<file path="src/rtl/picorv32_mul_pkg.sv">
// picorv32_mul_pkg
// Shared constants and types for the pipelined PCPI multiplier.
//   - RV32M decode constants (opcode, funct7, funct3 values)
//   - mul_state_t : controller state encoding
//   - mul_cache_t : product-reuse cache entry, sized for the widest XLEN so
//                   one type serves every parameterisation of the top level
package picorv32_mul_pkg;

  localparam logic [6:0] OPCODE_OP     = 7'b0110011;
  localparam logic [6:0] FUNCT7_MULDIV = 7'b0000001;

  localparam logic [2:0] F3_MUL    = 3'b000;
  localparam logic [2:0] F3_MULH   = 3'b001;
  localparam logic [2:0] F3_MULHSU = 3'b010;
  localparam logic [2:0] F3_MULHU  = 3'b011;

  // Widest supported operand width; cache fields are zero-extended to this.
  localparam int XLEN_MAX = 64;

  typedef enum logic [1:0] {
    ST_IDLE = 2'd0,
    ST_BUSY = 2'd1,
    ST_DONE = 2'd2
  } mul_state_t;

  typedef struct packed {
    logic                    valid;
    logic [XLEN_MAX-1:0]     rs1;
    logic [XLEN_MAX-1:0]     rs2;
    logic                    rs1_signed;
    logic                    rs2_signed;
    logic [2*XLEN_MAX-1:0]   product;
  } mul_cache_t;

endpackage

</file>
<file path="src/rtl/picorv32_pcpi_mul_pipe_if.sv">
// picorv32_pcpi_mul_pipe_if
// PCPI request/response bundle between the core (master) and the multiplier
// coprocessor (slave).
//   request : pcpi_valid, pcpi_insn[31:0], pcpi_rs1/pcpi_rs2[XLEN-1:0]
//   response: pcpi_wr, pcpi_rd[XLEN-1:0], pcpi_wait, pcpi_ready, stat_hit
interface picorv32_pcpi_mul_pipe_if #(
  parameter int XLEN = 32
);

  logic            pcpi_valid;
  logic [31:0]     pcpi_insn;
  logic [XLEN-1:0] pcpi_rs1;
  logic [XLEN-1:0] pcpi_rs2;
  logic            pcpi_wr;
  logic [XLEN-1:0] pcpi_rd;
  logic            pcpi_wait;
  logic            pcpi_ready;
  logic            stat_hit;

  modport master (
    output pcpi_valid, pcpi_insn, pcpi_rs1, pcpi_rs2,
    input  pcpi_wr, pcpi_rd, pcpi_wait, pcpi_ready, stat_hit
  );

  modport slave (
    input  pcpi_valid, pcpi_insn, pcpi_rs1, pcpi_rs2,
    output pcpi_wr, pcpi_rd, pcpi_wait, pcpi_ready, stat_hit
  );

endinterface

</file>
<file path="src/rtl/picorv32_mul_core.sv">
// picorv32_mul_core
// Signed (XLEN+1)x(XLEN+1) multiplier followed by MUL_STAGES retiming
// registers, with a matching valid shift chain.
//   clk, reset  : clock, synchronous active-high reset (clears valids)
//   flush       : synchronous; drops every in-flight stage
//   in_valid    : launch strobe for a, b
//   a, b        : sign/zero-extended operands (XLEN+1 bits, two's complement)
//   out_valid   : final stage holds a product
//   product     : low 2*XLEN bits of a*b
// The multiply is written ahead of the register chain so synthesis can
// retime it across the stages.
module picorv32_mul_core #(
  parameter int XLEN       = 32,
  parameter int MUL_STAGES = 2
) (
  input  logic              clk,
  input  logic              reset,
  input  logic              flush,
  input  logic              in_valid,
  input  logic [XLEN:0]     a,
  input  logic [XLEN:0]     b,
  output logic              out_valid,
  output logic [2*XLEN-1:0] product
);

  // Sign-extending to 2*XLEN bits is enough: only the low 2*XLEN bits of the
  // product are ever used, and those are identical modulo 2^(2*XLEN).
  logic signed [2*XLEN-1:0] a_x;
  logic signed [2*XLEN-1:0] b_x;
  logic signed [2*XLEN-1:0] full;

  assign a_x  = {{(XLEN-1){a[XLEN]}}, a};
  assign b_x  = {{(XLEN-1){b[XLEN]}}, b};
  assign full = a_x * b_x;

  genvar gi;
  generate
    for (gi = 0; gi < MUL_STAGES; gi++) begin : g_stage
      logic              v_in;
      logic              v_q;
      logic [2*XLEN-1:0] d_in;
      logic [2*XLEN-1:0] d_q;

      if (gi == 0) begin : g_first
        assign v_in = in_valid;
        assign d_in = full;
      end else begin : g_next
        assign v_in = g_stage[gi-1].v_q;
        assign d_in = g_stage[gi-1].d_q;
      end

      always_ff @(posedge clk) begin
        if (reset || flush) begin
          v_q <= 1'b0;
        end else begin
          v_q <= v_in;
        end
        if (v_in) begin
          d_q <= d_in;
        end
      end
    end
  endgenerate

  assign out_valid = g_stage[MUL_STAGES-1].v_q;
  assign product   = g_stage[MUL_STAGES-1].d_q;

endmodule

</file>
<file path="src/rtl/picorv32_pcpi_mul_pipe.sv">
// picorv32_pcpi_mul_pipe
// PCPI coprocessor for RV32M MUL/MULH/MULHSU/MULHU on a pipelined multiplier,
// with a one-entry product-reuse cache and abort-on-withdraw.
//   clk    : clock
//   reset  : synchronous active-high; clears FSM, pipeline and cache valid
//   bus    : PCPI slave port (request in, wr/rd/wait/ready/stat_hit out)
// Parameters: XLEN (32/64), MUL_STAGES (1..4), ENABLE_REUSE, ENABLE_WAIT.
// Latency: miss -> ready MUL_STAGES+1 cycles after acceptance; hit -> 1 cycle.
module picorv32_pcpi_mul_pipe
  import picorv32_mul_pkg::*;
#(
  parameter int XLEN         = 32,
  parameter int MUL_STAGES   = 2,
  parameter bit ENABLE_REUSE = 1'b1,
  parameter bit ENABLE_WAIT  = 1'b1
) (
  input logic                      clk,
  input logic                      reset,
  picorv32_pcpi_mul_pipe_if.slave  bus
);

  localparam logic [2:0] CNT_INIT = 3'(MUL_STAGES);

  // ---------------------------------------------------------------- decode
  logic [2:0]  funct3;
  logic        decoded;
  logic        req;
  logic        rs1_signed;
  logic        rs2_signed;
  logic [XLEN:0] rs1_ext;
  logic [XLEN:0] rs2_ext;

  assign funct3  = bus.pcpi_insn[14:12];
  // funct3[2]=0 selects the four multiply forms of the MULDIV group.
  assign decoded = (bus.pcpi_insn[6:0] == OPCODE_OP) &&
                   (bus.pcpi_insn[31:25] == FUNCT7_MULDIV) &&
                   !bus.pcpi_insn[14];
  assign req     = bus.pcpi_valid && decoded;

  assign rs1_signed = (funct3 == F3_MULH) || (funct3 == F3_MULHSU);
  assign rs2_signed = (funct3 == F3_MULH);
  assign rs1_ext    = {rs1_signed & bus.pcpi_rs1[XLEN-1], bus.pcpi_rs1};
  assign rs2_ext    = {rs2_signed & bus.pcpi_rs2[XLEN-1], bus.pcpi_rs2};

  logic unused_insn;
  assign unused_insn = ^{bus.pcpi_insn[24:15], bus.pcpi_insn[11:7]};

  // ----------------------------------------------------------------- state
  mul_state_t      state_reg;
  mul_state_t      state_next;
  logic [2:0]      cnt_reg;
  mul_cache_t      cache_reg;
  logic [XLEN-1:0] op_rs1_reg;
  logic [XLEN-1:0] op_rs2_reg;
  logic            op_rs1_signed_reg;
  logic            op_rs2_signed_reg;
  logic [2:0]      op_f3_reg;
  logic [XLEN-1:0] rd_reg;
  logic            ready_reg;
  logic            hit_reg;

  logic              core_valid;
  logic [2*XLEN-1:0] core_product;

  logic hit;
  logic launch;
  logic finish;
  logic flush;
  logic take_hit;

  // The low word does not depend on operand signedness, so MUL may reuse a
  // product computed for any MULH* form; the high forms need identical flags.
  assign hit = ENABLE_REUSE && cache_reg.valid &&
               (cache_reg.rs1 == XLEN_MAX'(bus.pcpi_rs1)) &&
               (cache_reg.rs2 == XLEN_MAX'(bus.pcpi_rs2)) &&
               ((funct3 == F3_MUL) ||
                ((cache_reg.rs1_signed == rs1_signed) &&
                 (cache_reg.rs2_signed == rs2_signed)));

  if (XLEN < XLEN_MAX) begin : g_cache_pad
    logic unused_cache_pad;
    assign unused_cache_pad = ^cache_reg.product[2*XLEN_MAX-1:2*XLEN];
  end

  function automatic logic [XLEN-1:0] pick(input logic [2*XLEN-1:0] p,
                                           input logic [2:0]        f3);
    return (f3 == F3_MUL) ? p[XLEN-1:0] : p[2*XLEN-1:XLEN];
  endfunction

  // ------------------------------------------------------------------- FSM
  always_comb begin
    state_next = state_reg;
    launch     = 1'b0;
    finish     = 1'b0;
    flush      = 1'b0;
    take_hit   = 1'b0;
    case (state_reg)
      ST_IDLE: begin
        if (req) begin
          if (hit) begin
            state_next = ST_DONE;
            take_hit   = 1'b1;
          end else begin
            state_next = ST_BUSY;
            launch     = 1'b1;
          end
        end
      end
      ST_BUSY: begin
        // Withdrawal (trap/IRQ) takes priority over a completing product.
        if (!bus.pcpi_valid) begin
          state_next = ST_IDLE;
          flush      = 1'b1;
        end else if (core_valid && (cnt_reg == 3'd1)) begin
          state_next = ST_DONE;
          finish     = 1'b1;
        end
      end
      ST_DONE: begin
        state_next = ST_IDLE;
      end
      default: begin
        state_next = ST_IDLE;
      end
    endcase
  end

  always_ff @(posedge clk) begin
    if (reset) begin
      state_reg <= ST_IDLE;
      cnt_reg   <= '0;
      cache_reg <= '0;
      rd_reg    <= '0;
      ready_reg <= 1'b0;
      hit_reg   <= 1'b0;
    end else begin
      state_reg <= state_next;
      ready_reg <= finish | take_hit;
      hit_reg   <= take_hit;

      if (finish) begin
        rd_reg <= pick(core_product, op_f3_reg);
      end else if (take_hit) begin
        rd_reg <= pick(cache_reg.product[2*XLEN-1:0], funct3);
      end else begin
        rd_reg <= '0;
      end

      if (launch) begin
        cnt_reg <= CNT_INIT;
      end else if ((state_reg == ST_BUSY) && (cnt_reg != 3'd0)) begin
        cnt_reg <= cnt_reg - 3'd1;
      end

      if (finish) begin
        cache_reg.valid      <= 1'b1;
        cache_reg.rs1        <= XLEN_MAX'(op_rs1_reg);
        cache_reg.rs2        <= XLEN_MAX'(op_rs2_reg);
        cache_reg.rs1_signed <= op_rs1_signed_reg;
        cache_reg.rs2_signed <= op_rs2_signed_reg;
        cache_reg.product    <= (2*XLEN_MAX)'(core_product);
      end
    end
  end

  // Operand register: remembers the launched request for result selection
  // and for tagging the cache entry when the product arrives.
  always_ff @(posedge clk) begin
    if (launch) begin
      op_rs1_reg        <= bus.pcpi_rs1;
      op_rs2_reg        <= bus.pcpi_rs2;
      op_rs1_signed_reg <= rs1_signed;
      op_rs2_signed_reg <= rs2_signed;
      op_f3_reg         <= funct3;
    end
  end

  picorv32_mul_core #(
    .XLEN       (XLEN),
    .MUL_STAGES (MUL_STAGES)
  ) u_core (
    .clk       (clk),
    .reset     (reset),
    .flush     (flush),
    .in_valid  (launch),
    .a         (rs1_ext),
    .b         (rs2_ext),
    .out_valid (core_valid),
    .product   (core_product)
  );

  // -------------------------------------------------------------- outputs
  assign bus.pcpi_ready = ready_reg;
  assign bus.pcpi_wr    = ready_reg;
  assign bus.pcpi_rd    = rd_reg;
  assign bus.stat_hit   = hit_reg;
  assign bus.pcpi_wait  = ENABLE_WAIT && (state_reg == ST_BUSY);

endmodule

</file>
<file path="src/flat_wrapper.sv">
// flat-port wrapper written by rule: the top's interface ports become plain ports
module picorv32_pcpi_mul_pipe_flat import picorv32_mul_pkg::*;
#(
  parameter int XLEN         = 32,
  parameter int MUL_STAGES   = 2,
  parameter bit ENABLE_REUSE = 1'b1,
  parameter bit ENABLE_WAIT  = 1'b1
)
  (clk, reset, bus_pcpi_valid, bus_pcpi_insn, bus_pcpi_rs1, bus_pcpi_rs2, bus_pcpi_wr, bus_pcpi_rd, bus_pcpi_wait, bus_pcpi_ready, bus_stat_hit);
  picorv32_pcpi_mul_pipe_if #(.XLEN(XLEN)) bus_i ();
  input logic clk;
  input logic reset;
  input wire logic [$bits(bus_i.pcpi_valid)-1:0] bus_pcpi_valid;
  input wire logic [$bits(bus_i.pcpi_insn)-1:0] bus_pcpi_insn;
  input wire logic [$bits(bus_i.pcpi_rs1)-1:0] bus_pcpi_rs1;
  input wire logic [$bits(bus_i.pcpi_rs2)-1:0] bus_pcpi_rs2;
  output wire logic [$bits(bus_i.pcpi_wr)-1:0] bus_pcpi_wr;
  output wire logic [$bits(bus_i.pcpi_rd)-1:0] bus_pcpi_rd;
  output wire logic [$bits(bus_i.pcpi_wait)-1:0] bus_pcpi_wait;
  output wire logic [$bits(bus_i.pcpi_ready)-1:0] bus_pcpi_ready;
  output wire logic [$bits(bus_i.stat_hit)-1:0] bus_stat_hit;
  assign bus_i.pcpi_valid = bus_pcpi_valid;
  assign bus_i.pcpi_insn = bus_pcpi_insn;
  assign bus_i.pcpi_rs1 = bus_pcpi_rs1;
  assign bus_i.pcpi_rs2 = bus_pcpi_rs2;
  assign bus_pcpi_wr = bus_i.pcpi_wr;
  assign bus_pcpi_rd = bus_i.pcpi_rd;
  assign bus_pcpi_wait = bus_i.pcpi_wait;
  assign bus_pcpi_ready = bus_i.pcpi_ready;
  assign bus_stat_hit = bus_i.stat_hit;
  picorv32_pcpi_mul_pipe #(.XLEN(XLEN), .MUL_STAGES(MUL_STAGES), .ENABLE_REUSE(ENABLE_REUSE), .ENABLE_WAIT(ENABLE_WAIT)) u_core (.clk(clk), .reset(reset), .bus(bus_i));
endmodule
</file>
<file path="config.mk">
export PLATFORM = sky130hd
export DESIGN_NAME = picorv32_pcpi_mul_pipe_flat
export DESIGN_NICKNAME = d
export VERILOG_FILES = /design/src/rtl/picorv32_mul_pkg.sv /design/src/rtl/picorv32_pcpi_mul_pipe_if.sv /design/src/rtl/picorv32_mul_core.sv /design/src/rtl/picorv32_pcpi_mul_pipe.sv /design/src/flat_wrapper.sv
export SDC_FILE = /design/constraint.sdc
export NUM_CORES = 2
export LEC_CHECK = 0
export CORE_MARGIN = 3
export CORE_UTILIZATION = 45
export DETAILED_ROUTE_END_ITERATION = 12
export PLACE_DENSITY = 0.61
export SETUP_SLACK_MARGIN = 0.2
export SYNTH_ARGS = -nofsm -noshare
export SYNTH_HDL_FRONTEND = slang
export SYNTH_SLANG_ARGS = --single-unit
</file>
<file path="constraint.sdc">
create_clock -name clk -period 11.8 [get_ports clk]
set_input_delay 2.36 -clock clk [delete_from_list [all_inputs] [get_ports clk]]
set_output_delay 2.36 -clock clk [all_outputs]
set_load 0.1 [all_outputs]
</file>
==> impl_summary.log <==
INFO  metric design.core.area = 0.1127 mm²
INFO  metric gp_congestion = 0.9099
INFO  metric avg_vias_per_cell = 5.206
INFO  metric number_of_standard_cell_rows_in_the_floorplan = 123
INFO  metric setup_tns_after_final_layout = 0 ns
INFO  metric fin_crit_sh = 91.27%
INFO  metric fin_crit = 10.77 ns
INFO  metric yosys-top-cells-count = sky130_fd_sc_hd__inv_1 (1196), sky130_fd_sc_hd__fa_1 (1125), sky130_fd_sc_hd__nand2_1 (1043)
INFO  metric crit-reg2reg-launch = u_core.cache_reg[131]
INFO  metric fp.dieArea = 0.1178 mm²
INFO  metric cts_hold_buffers = 0
INFO  metric via_count_of_the_first_global_routing_pass = 37602
INFO  metric synth-compound-area-share = 4.455%
INFO  metric final_skew = 0.02193 ns
INFO  metric synthAdderAreaFrac = 49.27%
INFO  metric setup_viol_count_final = 0
INFO  metric synth_sequential_area_ratio = 18.29%
INFO  metric final-hold-violation-count = 0
INFO  metric cts.sinks = 369
INFO  metric drv_slew = 0
INFO  metric timing.critical_path.to_type = flop
INFO  metric worst_hold_path_startpoint = u_core.u_core.g_stage[0].d_q[21]
INFO  metric path_common_cell = sky130_fd_sc_hd__fa_1
INFO  metric crit_start = bus_pcpi_insn[12]
INFO  metric synthesis.yosys.warnings = 0
INFO  metric combinational_family_with_the_most_area_after_synthesis = adder cells
INFO  metric timing_worst_setup_path_type = in -> reg
INFO  metric max-clock-path-buffers = 3
INFO  metric insertion_delay = 0.54 ns
INFO  metric drt_wl_total = 141100 µm
INFO  metric grt_remaining_overflow = 0
INFO  metric drt_iter0_drc = 2517
INFO  metric first_pass_iters = 6
INFO  metric start_util = 45.42%
INFO  metric async_set_or_reset_register_ratio_after_synthesis = 0%
INFO  metric ys_types = 85
INFO  metric synthSimpleGateAreaFrac = 13.25%
INFO  metric maximum_number_of_pins_on_one_net_before_global_route_repair = 84
INFO  metric post_route_cells_drive_above_1_share = 4.798%
INFO  metric timing.critical_path.fanout_max = 8
INFO  metric die-width = 343.2 µm
INFO  metric critical-path-top-delay-family = adder cells
INFO  metric area.growth.synth_to_final = 8.172%
INFO  metric netlist_top_cells_area = sky130_fd_sc_hd__fa_1 (44%), sky130_fd_sc_hd__edfxtp_1 (12%), sky130_fd_sc_hd__inv_1 (8.8%)
INFO  metric hpwl = 109700 µm
INFO  metric fp.dieH = 343.2 µm
INFO  metric buffer_ports.inserted = 119
INFO  metric synth.net_count = 6751
INFO  metric synthDominantCellAreaShare = 44.01%
INFO  metric drc_errors = 0
INFO  metric maxSlewHeadroom = 12.01%
INFO  metric tritoncts = yes
INFO  metric track_usage = 24.73%
INFO  metric synth.largest_area_cell = sky130_fd_sc_hd__fa_1
INFO  metric route.vias.total = 35502
INFO  metric max_cap_viol_count = 0
INFO  metric yosys_most_used_dff = sky130_fd_sc_hd__edfxtp_1
INFO  metric worst_pin_slew = 1.316 ns
INFO  metric synth.avg_cell_area = 9.633 µm²
INFO  metric ys_ff_latch = 369
INFO  metric yosys-mux-area-fraction = 1.291%
INFO  metric synth_edf_count = 197
INFO  metric clock_tree.root_cell = sky130_fd_sc_hd__clkbuf_16
INFO  metric post_synth_inst_count = 5312
INFO  metric critical_path.n_buffers_inverters = 7
INFO  metric io_pins = 135
INFO  metric outcome = completed
INFO  metric post-synth-top-count-cell = sky130_fd_sc_hd__inv_1
INFO  metric cts_made_buffers = 39
INFO  metric worstPathArrival = 11.04 ns
INFO  metric timing.critical_path.slowest_cell_delay = 0.81 ns
INFO  metric wire_per_inst = 20.70 µm
INFO  metric synth-xor-area-share = 2.276%
INFO  metric crit_slowest_cell = sky130_fd_sc_hd__fa_1
INFO  metric antenna_violations_before_repair = 8
INFO  metric unrepaired_setup_endpoints_after_global_routing = false
INFO  metric min-delay-path-class = reg -> reg
INFO  metric largest_register_ff_count = 131
INFO  metric clk_pin_slew = 0.06 ns
INFO  metric wire_length_of_the_first_global_routing_pass = 222600 µm
INFO  metric residual_antenna_violating_net_count_after_detailed_routing = 0
INFO  metric critical_path_required = 12.07 ns
INFO  metric htreeDepth = 2
INFO  metric fin_nets = 6723
INFO  metric post-cts-setup-buffers = 0
INFO  metric synthesized_cell_area = 0.05117 mm²
INFO  metric cp-start-kind = input port
INFO  metric quantity_of_gates_resized_following_cts = 0
INFO  metric maxClockFrequency = 0.09285 GHz
-- stage by stage --
step | hold slack, ns | util, % | instance area, µm² | cells | setup slack (ns)
after floorplan | 0.4003 | - | 51170 | 5312 | 0.9243
after global routing | 0.4280 | 49.13 | 55340 | 6816 | 0.3878
after global placement | 0.4018 | 48.01 | 54090 | 6743 | 0.5866
final | 0.4168 | 49.13 | 55350 | 6819 | 1.030
after detailed placement | 0.4045 | 48.01 | 54090 | 6743 | 0.4996
after CTS | 0.4179 | 49.13 | 55340 | 6815 | 1.019
-- kinds of logic after synthesis --
kind of cell | count (synthesis)
mux | 66
buf+inv | 1520
flops | 369
compound gates | 367
simple gates | 1517
fa+ha+maj | 1340
xor+xnor | 133
-- layer usage --
metal | track usage (%) | vias up | routed length, µm
li1 | - | 15537 | -
met1 | 35.30 | 18662 | 61120
met2 | 40.79 | 1123 | 67410
met3 | 3.015 | 172 | 9347
met4 | 5.248 | 8 | 3191
met5 | 0 | - | 55
-- cell type report --
class                   count  area [µm²]
flip-flops and latches    369        9360
clock inverters            18       162.7
inverters                1198        4502
clock buffers              54        1094
well taps                1500        1877
fillers                 10508       57300
repair buffers            253        2232
multi-input cells        3423       36110
diodes                      4       10.01
-- worst reg2reg max path: cells and delay by family (launching register included) --
family	cells	cell delay [ns]
and+or+nand+nor	4	1.78
buffers and inverters	2	0.86
xor gates and xnor gates	1	0.16
DFF	1	0.32
-- path summary, 6_finish.rpt --
| check | endpoint | slack (ns) | cells past startpoint |
|---|---|---|---|
| min reg2reg | u_core.u_core.product[21] | 0.42 | 0 |
| min | u_core.u_core.product[21] | 0.42 | 0 |
| max reg2reg | u_core.u_core.g_stage[0].d_q[36] | 8.28 | 7 |
| max | u_core.u_core.g_stage[0].d_q[63] | 1.03 | 30 |
-- layout by cell type (no fill, tap or decap), types with 7 or more instances in the layout --
| cell type | n |
|---|---|
| sky130_fd_sc_hd__nor2b_1 | 8 |
| sky130_fd_sc_hd__ha_1 | 215 |
| sky130_fd_sc_hd__a21o_1 | 34 |
| sky130_fd_sc_hd__nand4_1 | 16 |
| sky130_fd_sc_hd__nand2_1 | 1043 |
| sky130_fd_sc_hd__buf_2 | 20 |
| sky130_fd_sc_hd__clkdlybuf4s50_1 | 98 |
| sky130_fd_sc_hd__mux2i_1 | 66 |
| sky130_fd_sc_hd__a31oi_1 | 7 |
| sky130_fd_sc_hd__and3_1 | 14 |
| sky130_fd_sc_hd__clkbuf_1 | 10 |
| sky130_fd_sc_hd__o21ai_0 | 28 |
| sky130_fd_sc_hd__dfxtp_1 | 171 |
| sky130_fd_sc_hd__inv_1 | 1195 |
| sky130_fd_sc_hd__nand3_1 | 14 |
| sky130_fd_sc_hd__nor4_1 | 13 |
| sky130_fd_sc_hd__nor2_1 | 56 |
| sky130_fd_sc_hd__buf_4 | 124 |
| sky130_fd_sc_hd__edfxtp_1 | 197 |
| sky130_fd_sc_hd__and2_1 | 304 |
| sky130_fd_sc_hd__xor2_1 | 55 |
| sky130_fd_sc_hd__fa_1 | 1125 |
| sky130_fd_sc_hd__buf_12 | 11 |
| sky130_fd_sc_hd__nand2b_1 | 11 |
| sky130_fd_sc_hd__clkbuf_16 | 40 |
| sky130_fd_sc_hd__xnor2_1 | 78 |
| sky130_fd_sc_hd__o22ai_1 | 34 |
| sky130_fd_sc_hd__a21oi_1 | 200 |
Power is left out: the tool's default activity adds up to more than one toggle a clock period on the data nets, which glitch-free logic cannot reach.
